`src/rtl/load_store_unit_pkg.sv`:
```
// Shared opcodes, funct3 encodings and lane helpers for the load/store unit
// and any future cache fill path.
package load_store_unit_pkg;

  localparam logic [6:0] LOAD  = 7'b0000011;
  localparam logic [6:0] STORE = 7'b0100011;

  localparam logic [2:0] LB  = 3'b000;
  localparam logic [2:0] LH  = 3'b001;
  localparam logic [2:0] LW  = 3'b010;
  localparam logic [2:0] LBU = 3'b100;
  localparam logic [2:0] LHU = 3'b101;
  localparam logic [2:0] SB  = 3'b000;
  localparam logic [2:0] SH  = 3'b001;
  localparam logic [2:0] SW  = 3'b010;

  // Stores have no unsigned variants, so only the low three codes are legal for them.
  function automatic logic access_ok(input logic is_store, input logic [2:0] f3,
                                     input logic [1:0] addr_lo);
    logic ok;
    case (f3)
      LB:      ok = 1'b1;
      LH:      ok = ~addr_lo[0];
      LW:      ok = (addr_lo == 2'b00);
      LBU:     ok = ~is_store;
      LHU:     ok = ~is_store & ~addr_lo[0];
      default: ok = 1'b0;
    endcase
    return ok;
  endfunction

  function automatic logic [3:0] byte_enables(input logic [1:0] size, input logic [1:0] addr_lo);
    logic [3:0] be;
    case (size)
      2'b00:   be = 4'b0001 << addr_lo;
      2'b01:   be = addr_lo[1] ? 4'b1100 : 4'b0011;
      default: be = 4'b1111;
    endcase
    return be;
  endfunction

  function automatic logic [31:0] store_lanes(input logic [1:0] size, input logic [31:0] data);
    logic [31:0] lanes;
    case (size)
      2'b00:   lanes = {4{data[7:0]}};
      2'b01:   lanes = {2{data[15:0]}};
      default: lanes = data;
    endcase
    return lanes;
  endfunction

endpackage

```
`src/rtl/load_align.sv`:
```
// Extracts the addressed byte/half from a read word and sign- or zero-extends it.
module load_align
  import load_store_unit_pkg::*;
(
  input  logic [2:0]  funct3,
  input  logic [1:0]  addr_lo,
  input  logic [31:0] mem_rdata,
  output logic [31:0] result
);

  logic [7:0]  sel_byte;
  logic [15:0] sel_half;

  always_comb begin
    sel_byte = mem_rdata[7:0];
    case (addr_lo)
      2'b00:   sel_byte = mem_rdata[7:0];
      2'b01:   sel_byte = mem_rdata[15:8];
      2'b10:   sel_byte = mem_rdata[23:16];
      default: sel_byte = mem_rdata[31:24];
    endcase
    sel_half = addr_lo[1] ? mem_rdata[31:16] : mem_rdata[15:0];

    case (funct3)
      LB:      result = {{24{sel_byte[7]}}, sel_byte};
      LBU:     result = {24'h0, sel_byte};
      LH:      result = {{16{sel_half[15]}}, sel_half};
      LHU:     result = {16'h0, sel_half};
      default: result = mem_rdata;
    endcase
  end

endmodule

```
`src/rtl/load_store_unit.sv`:
```
// Multi-cycle load/store unit: alignment check, memory request/ready handshake,
// lane steering for stores and extended load results for writeback.
module load_store_unit
  import load_store_unit_pkg::*;
#(
  parameter int MEM_TIMEOUT = 255
) (
  input  logic        sysclk,
  input  logic        cpu_resetn,
  input  logic        start,
  input  logic [6:0]  opcode,
  input  logic [2:0]  funct3,
  input  logic [31:0] addr,
  input  logic [31:0] store_data,
  output logic        mem_req,
  output logic        mem_we,
  output logic [31:0] mem_addr,
  output logic [3:0]  mem_be,
  output logic [31:0] mem_wdata,
  input  logic        mem_ready,
  input  logic [31:0] mem_rdata,
  output logic [31:0] load_data,
  output logic        stall,
  output logic        done,
  output logic        fault
);

  localparam int CW = (MEM_TIMEOUT < 1) ? 1 : $clog2(MEM_TIMEOUT + 1);
  localparam logic [CW-1:0] WAIT_LAST = CW'(MEM_TIMEOUT - 1);

  typedef enum logic [1:0] {IDLE, REQ, DONE} state_t;

  state_t        state, state_next;
  logic [CW-1:0] wait_cnt;
  logic [2:0]    funct3_q;
  logic [1:0]    addr_lo_q;
  logic          store_q;
  logic          fault_q;
  logic [31:0]   align_data;
  logic          accept, legal, timed_out;

  assign accept    = (state == IDLE) && start && ((opcode == LOAD) || (opcode == STORE));
  assign legal     = access_ok(opcode == STORE, funct3, addr[1:0]);
  // Ready in the final allowed cycle still completes the transfer cleanly.
  assign timed_out = (state == REQ) && !mem_ready && (wait_cnt == WAIT_LAST);

  load_align u_align (
    .funct3    (funct3_q),
    .addr_lo   (addr_lo_q),
    .mem_rdata (mem_rdata),
    .result    (align_data)
  );

  always_comb begin
    state_next = state;
    case (state)
      IDLE:    if (accept) state_next = legal ? REQ : DONE;
      REQ:     if (mem_ready || timed_out) state_next = DONE;
      DONE:    state_next = IDLE;
      default: state_next = IDLE;
    endcase
    mem_req = (state == REQ);
    mem_we  = (state == REQ) && store_q;
    done    = (state == DONE);
    fault   = (state == DONE) && fault_q;
    stall   = (state == REQ) || accept;
  end

  always_ff @(posedge sysclk) begin
    if (!cpu_resetn) begin
      state     <= IDLE;
      wait_cnt  <= '0;
      funct3_q  <= 3'b000;
      addr_lo_q <= 2'b00;
      store_q   <= 1'b0;
      fault_q   <= 1'b0;
      mem_addr  <= 32'h0;
      mem_be    <= 4'b0000;
      mem_wdata <= 32'h0;
      load_data <= 32'h0;
    end else begin
      state <= state_next;
      if (accept) begin
        funct3_q  <= funct3;
        addr_lo_q <= addr[1:0];
        store_q   <= (opcode == STORE);
        fault_q   <= !legal;
        wait_cnt  <= '0;
        if (legal) begin
          mem_addr  <= {addr[31:2], 2'b00};
          mem_be    <= byte_enables(funct3[1:0], addr[1:0]);
          mem_wdata <= store_lanes(funct3[1:0], store_data);
        end
      end
      if (state == REQ) begin
        if (mem_ready && !store_q) load_data <= align_data;
        if (timed_out) fault_q <= 1'b1;
        else if (!mem_ready) wait_cnt <= wait_cnt + 1'b1;
      end
    end
  end

endmodule

```
`config.mk`:
```
export PLATFORM = sky130hd
export DESIGN_NAME = load_store_unit
export DESIGN_NICKNAME = d
export VERILOG_FILES = /design/src/rtl/load_store_unit_pkg.sv /design/src/rtl/load_align.sv /design/src/rtl/load_store_unit.sv
export SDC_FILE = /design/constraint.sdc
export NUM_CORES = 1
export LEC_CHECK = 0
export ABC_AREA = 1
export CAP_MARGIN = 20
export CORE_ASPECT_RATIO = 1.1
export CORE_MARGIN = 2
export CORE_UTILIZATION = 58
export CTS_CLUSTER_SIZE = 28
export DETAILED_ROUTE_END_ITERATION = 16
export DONT_BUFFER_PORTS = 1
export PLACE_DENSITY = 0.83
export SLEW_MARGIN = 20
export SYNTH_ARGS = -nofsm -noshare
export SYNTH_HDL_FRONTEND = slang
export SYNTH_HIERARCHICAL = 1
export SYNTH_SLANG_ARGS = --single-unit
```
`constraint.sdc`:
```
create_clock -name sysclk -period 1.6 [get_ports sysclk]
set_clock_uncertainty 0.15 [all_clocks]
set_input_delay 0.32 -clock sysclk [delete_from_list [all_inputs] [get_ports sysclk]]
set_output_delay 0.32 -clock sysclk [all_outputs]
set_load 0.005 [all_outputs]
```
==> flow_summary_export.csv <==
group,metric,value,unit
power,p_leak,3.17,nW
detailed_routing,drtIter0Drc,578,
worst_hold_path,hp-class,"in2reg",
cts,worstSkewPairLatency,520,ps
setup_path,endpoint_kind,"output pin",
finish,design_area,0.00714,mm^2
setup_path,slowest_stage,"dfxtp_2",
logic_synthesis,synth_cells,938,
power,power_density,942,mW/mm^2
logic_synthesis,synth_most_common_cell,"nor2_1",
setup_path,critPathArrivalTime,1330,ps
logic_synthesis,yosys.area.top_type,"dfxtp_1",
job,maxCapViolCount,0,
die,start_util,59.8,%
detailed_routing,dr_total_vias,6216,
logic_synthesis,synth_area,0.00591,mm^2
global_route,grt_pass1_vias,5400,
detailed_routing,routed_wl,17700,um
timing,layout_setup_ws,-205,ps
logic_synthesis,synthTopCellsByCount,"nor2_1, nand2_1, dfxtp_1",
finish,final_core_util,72.2,%
status,status,"finished, violations left",
global_route,gr-total-overflow,0,
setup_path,critPathMostFrequentCell,"nor2_4",
timing,tightest_slew,672,ps
placement,portBuffers,0,
setup_path,startpoint_type,"register",
cts,clkSlewWorstSetupHoldPaths,60,ps
timing,period_needed,1800,ps
logic_synthesis,synth-async-reset-ratio,0,%
detailed_routing,antenna_left,0,
cts,h-tree-depth,4,
finish,nNetsFinal,1087,
cts,postCtsHoldBufs,7,
die,die_area,0.0110,mm^2
timing,drv_slew,0,
cts,clockBufferDepth,2,
detailed_routing,wl_per_cell,16.0,um
global_route,antenna_found_initial,0,
die,core_area,0.00989,mm^2
logic_synthesis,synth_top_flop_cell,"dfxtp_1",
timing,max_freq,0.554,GHz
timing,whs,-228,ps
timing,fin_crit_sh,113,%
logic_synthesis,synth-edff-count,0,
detailed_routing,drt_first_pass_iters,6,
finish,areaGrowthSynthToFinish,20.7,%
logic_synthesis,synth_seq_cells,115,
setup_path,cp_max_fo,2,
cts,cts_buffers,17,
logic_synthesis,ys_warn_count,6,
timing,setup_viol,71,
setup_path,crit_chain,"nor2_4 > nand3_2 > nor2_4 > inv_4 > nand2_2",
detailed_routing,viasPerCell,5.61,
cts,clockRootBuffer,"clkbuf_8",
detailed_routing,route.detailed.drc,0,
global_route,grt_max_degree,110,
setup_path,required,1130,ps
logic_synthesis,synth_top_cell_area_share,39.0,%
die,die-height,110,um
setup_path,slowest_delay,340,ps
logic_synthesis,synthTopCellsByArea,"dfxtp_1, nor2_1, nand2_1, o21ai_0, inv_1",
finish,nFillCells,773,
finish,multi_input_area,0.00319,mm^2
placement,dp_hpwl,11200,um
setup_path,crit_family,"simple AND/OR/NAND/NOR gates",
die,rows,38,
finish,regArea,0.00231,mm^2
cts,cts_tree,"done",
global_route,grt_pass1_wl,26200,um
finish,antennaDiodeCount,0,
status,failed_checks,"hold timing, setup timing",
logic_synthesis,yosysSeqAreaShare,39.0,%
timing,maxSlewHeadroom,55.0,%
setup_path,path_buf_inv,1,
die,io-pin-count,215,
timing,hold_viol,107,
logic_synthesis,syn_avg_cell_area,6.30,um^2
logic_synthesis,synth_cell_types,30,
placement,placed_cell_area,0.00616,mm^2
setup_path,crit_type,"reg2out",
die,dieWidth,100,um
timing,rsz0062_at_grt,"true",
power,vdd_drop_max,0.620,mV
placement,gp_congestion,0.922,
global_route,grt_usage,30.3,%
cts,clock_sinks,115,
finish,drive_gt1_share,14.6,%
## kinds of logic (layout without fill, tap and decap cells)
| kind of cell | count (synthesis) | count (layout) | synth area share (%) |
|---|---|---|---|
| compound gates | 109 | 109 | 9.65 |
| fa+ha+maj | 2 | 2 | 0.423 |
| buf+inv | 125 | 171 | 10.4 |
| flops | 115 | 115 | 39.0 |
| other cells | 1 | 2 | 0.0634 |
| simple gates | 586 | 589 | 40.6 |
## metrics by stage
stage                     setup WS (ps)  hold slack (ps)  total power [mW]  TNS, ps  instances
final                              -205             -228              6.72    -4640       1108
after global routing               -283             -251              6.99    -9610       1108
after CTS                          -228             -257              6.73    -1070       1100
after detailed placement          -65.2              289              3.33     -538       1056
after global placement            -35.7              287              3.33     -102       1056
after floorplan                    53.2              275              3.30        0        939
## area by class of cell
| type | instances | share of cell area [%] |
|---|---|---|
| tap | 120 | 2.10 |
| timing repair buffer | 63 | 9.20 |
| clock buffer | 18 | 6.00 |
| multi-input combinational | 702 | 44.7 |
| clock inverter | 14 | 1.51 |
| inverter | 76 | 4.14 |
| sequential | 115 | 32.4 |
## cell usage in the layout, fill, tap and decap left out, types with 2 or more instances in the layout
master / netlist / routed
o21ai_1: 0 / 9
a21oi_2: 0 / 2
nor3_2: 0 / 2
dfxtp_1: 115 / 110
nand3_1: 52 / 49
conb_1: 1 / 2
buf_12: 0 / 6
inv_1: 71 / 67
clkbuf_16: 0 / 19
a21boi_0: 5 / 5
o211ai_1: 3 / 3
clkinvlp_4: 0 / 6
buf_6: 14 / 3
nor2_2: 3 / 5
nand4_1: 5 / 5
nand3_2: 3 / 5
a211oi_1: 2 / 2
inv_2: 4 / 6
nand3_4: 2 / 6
inv_4: 1 / 2
o21ai_0: 67 / 56
clkinv_4: 0 / 3
nand2_1: 252 / 247
o21ai_2: 0 / 2
nor2_1: 253 / 246
nand2_2: 3 / 6
nor2_4: 3 / 8
a21oi_1: 32 / 30
dlygate4sd3_1: 0 / 7
nor3_1: 7 / 4
buf_4: 3 / 42
clkinv_2: 0 / 2
dfxtp_2: 0 / 4
clkbuf_8: 0 / 2
inv_6: 0 / 4
ha_1: 2 / 2
## path summary, 6_finish.rpt
path	from	to	slack, ps	depth (start not counted)
worst max-delay path	state[1]$_SDFFE_PN0P_	stall	-200	5
worst min-delay path	cpu_resetn	mem_addr[29]$_SDFFE_PN0P_	-230	2
worst max register to register	state[1]$_SDFFE_PN0P_	mem_wdata[31]$_SDFFE_PN0P_	-120	10
worst min register to register	wait_cnt[4]$_SDFF_PN0_	wait_cnt[4]$_SDFF_PN0_	310	2
## timing repair
action	CTS	global route
endpoints found under the hold margin	113	107
cloned	2	6
gates resized for setup	23	43
pin swaps	6	11
setup endpoints to repair	27	111
setup buffers	4	3
## report_power, final
group / total (mW) / internal, mW / switching, mW / leakage [nW]
logic: 0.437 / 0.178 / 0.259 / 1.99
clock network: 3.38 / 1.95 / 1.43 / 0.246
registers: 2.91 / 2.89 / 0.0204 / 0.929
total: 6.72 / 5.02 / 1.71 / 3.17
## state kept, by name, summed over array words and instances (netlist names)
name and cells:
addr_lo_q 2, fault_q 1, funct3_q 3, load_data 32, mem_addr 30, mem_be 4
mem_wdata 32, state 2, store_q 1, wait_cnt 8
## per-layer routing
metal | part of all wire [%] | global-route usage, % | vias to the layer above
met5 | 0 | 0 | -
met4 | 3.9 | 15.3 | 0
met3 | 11 | 11.4 | 72
met2 | 49 | 52.3 | 362
met1 | 36 | 32.4 | 2784
li1 | - | - | 2998
No activity file was read; power rests on OpenSTA's default activity.
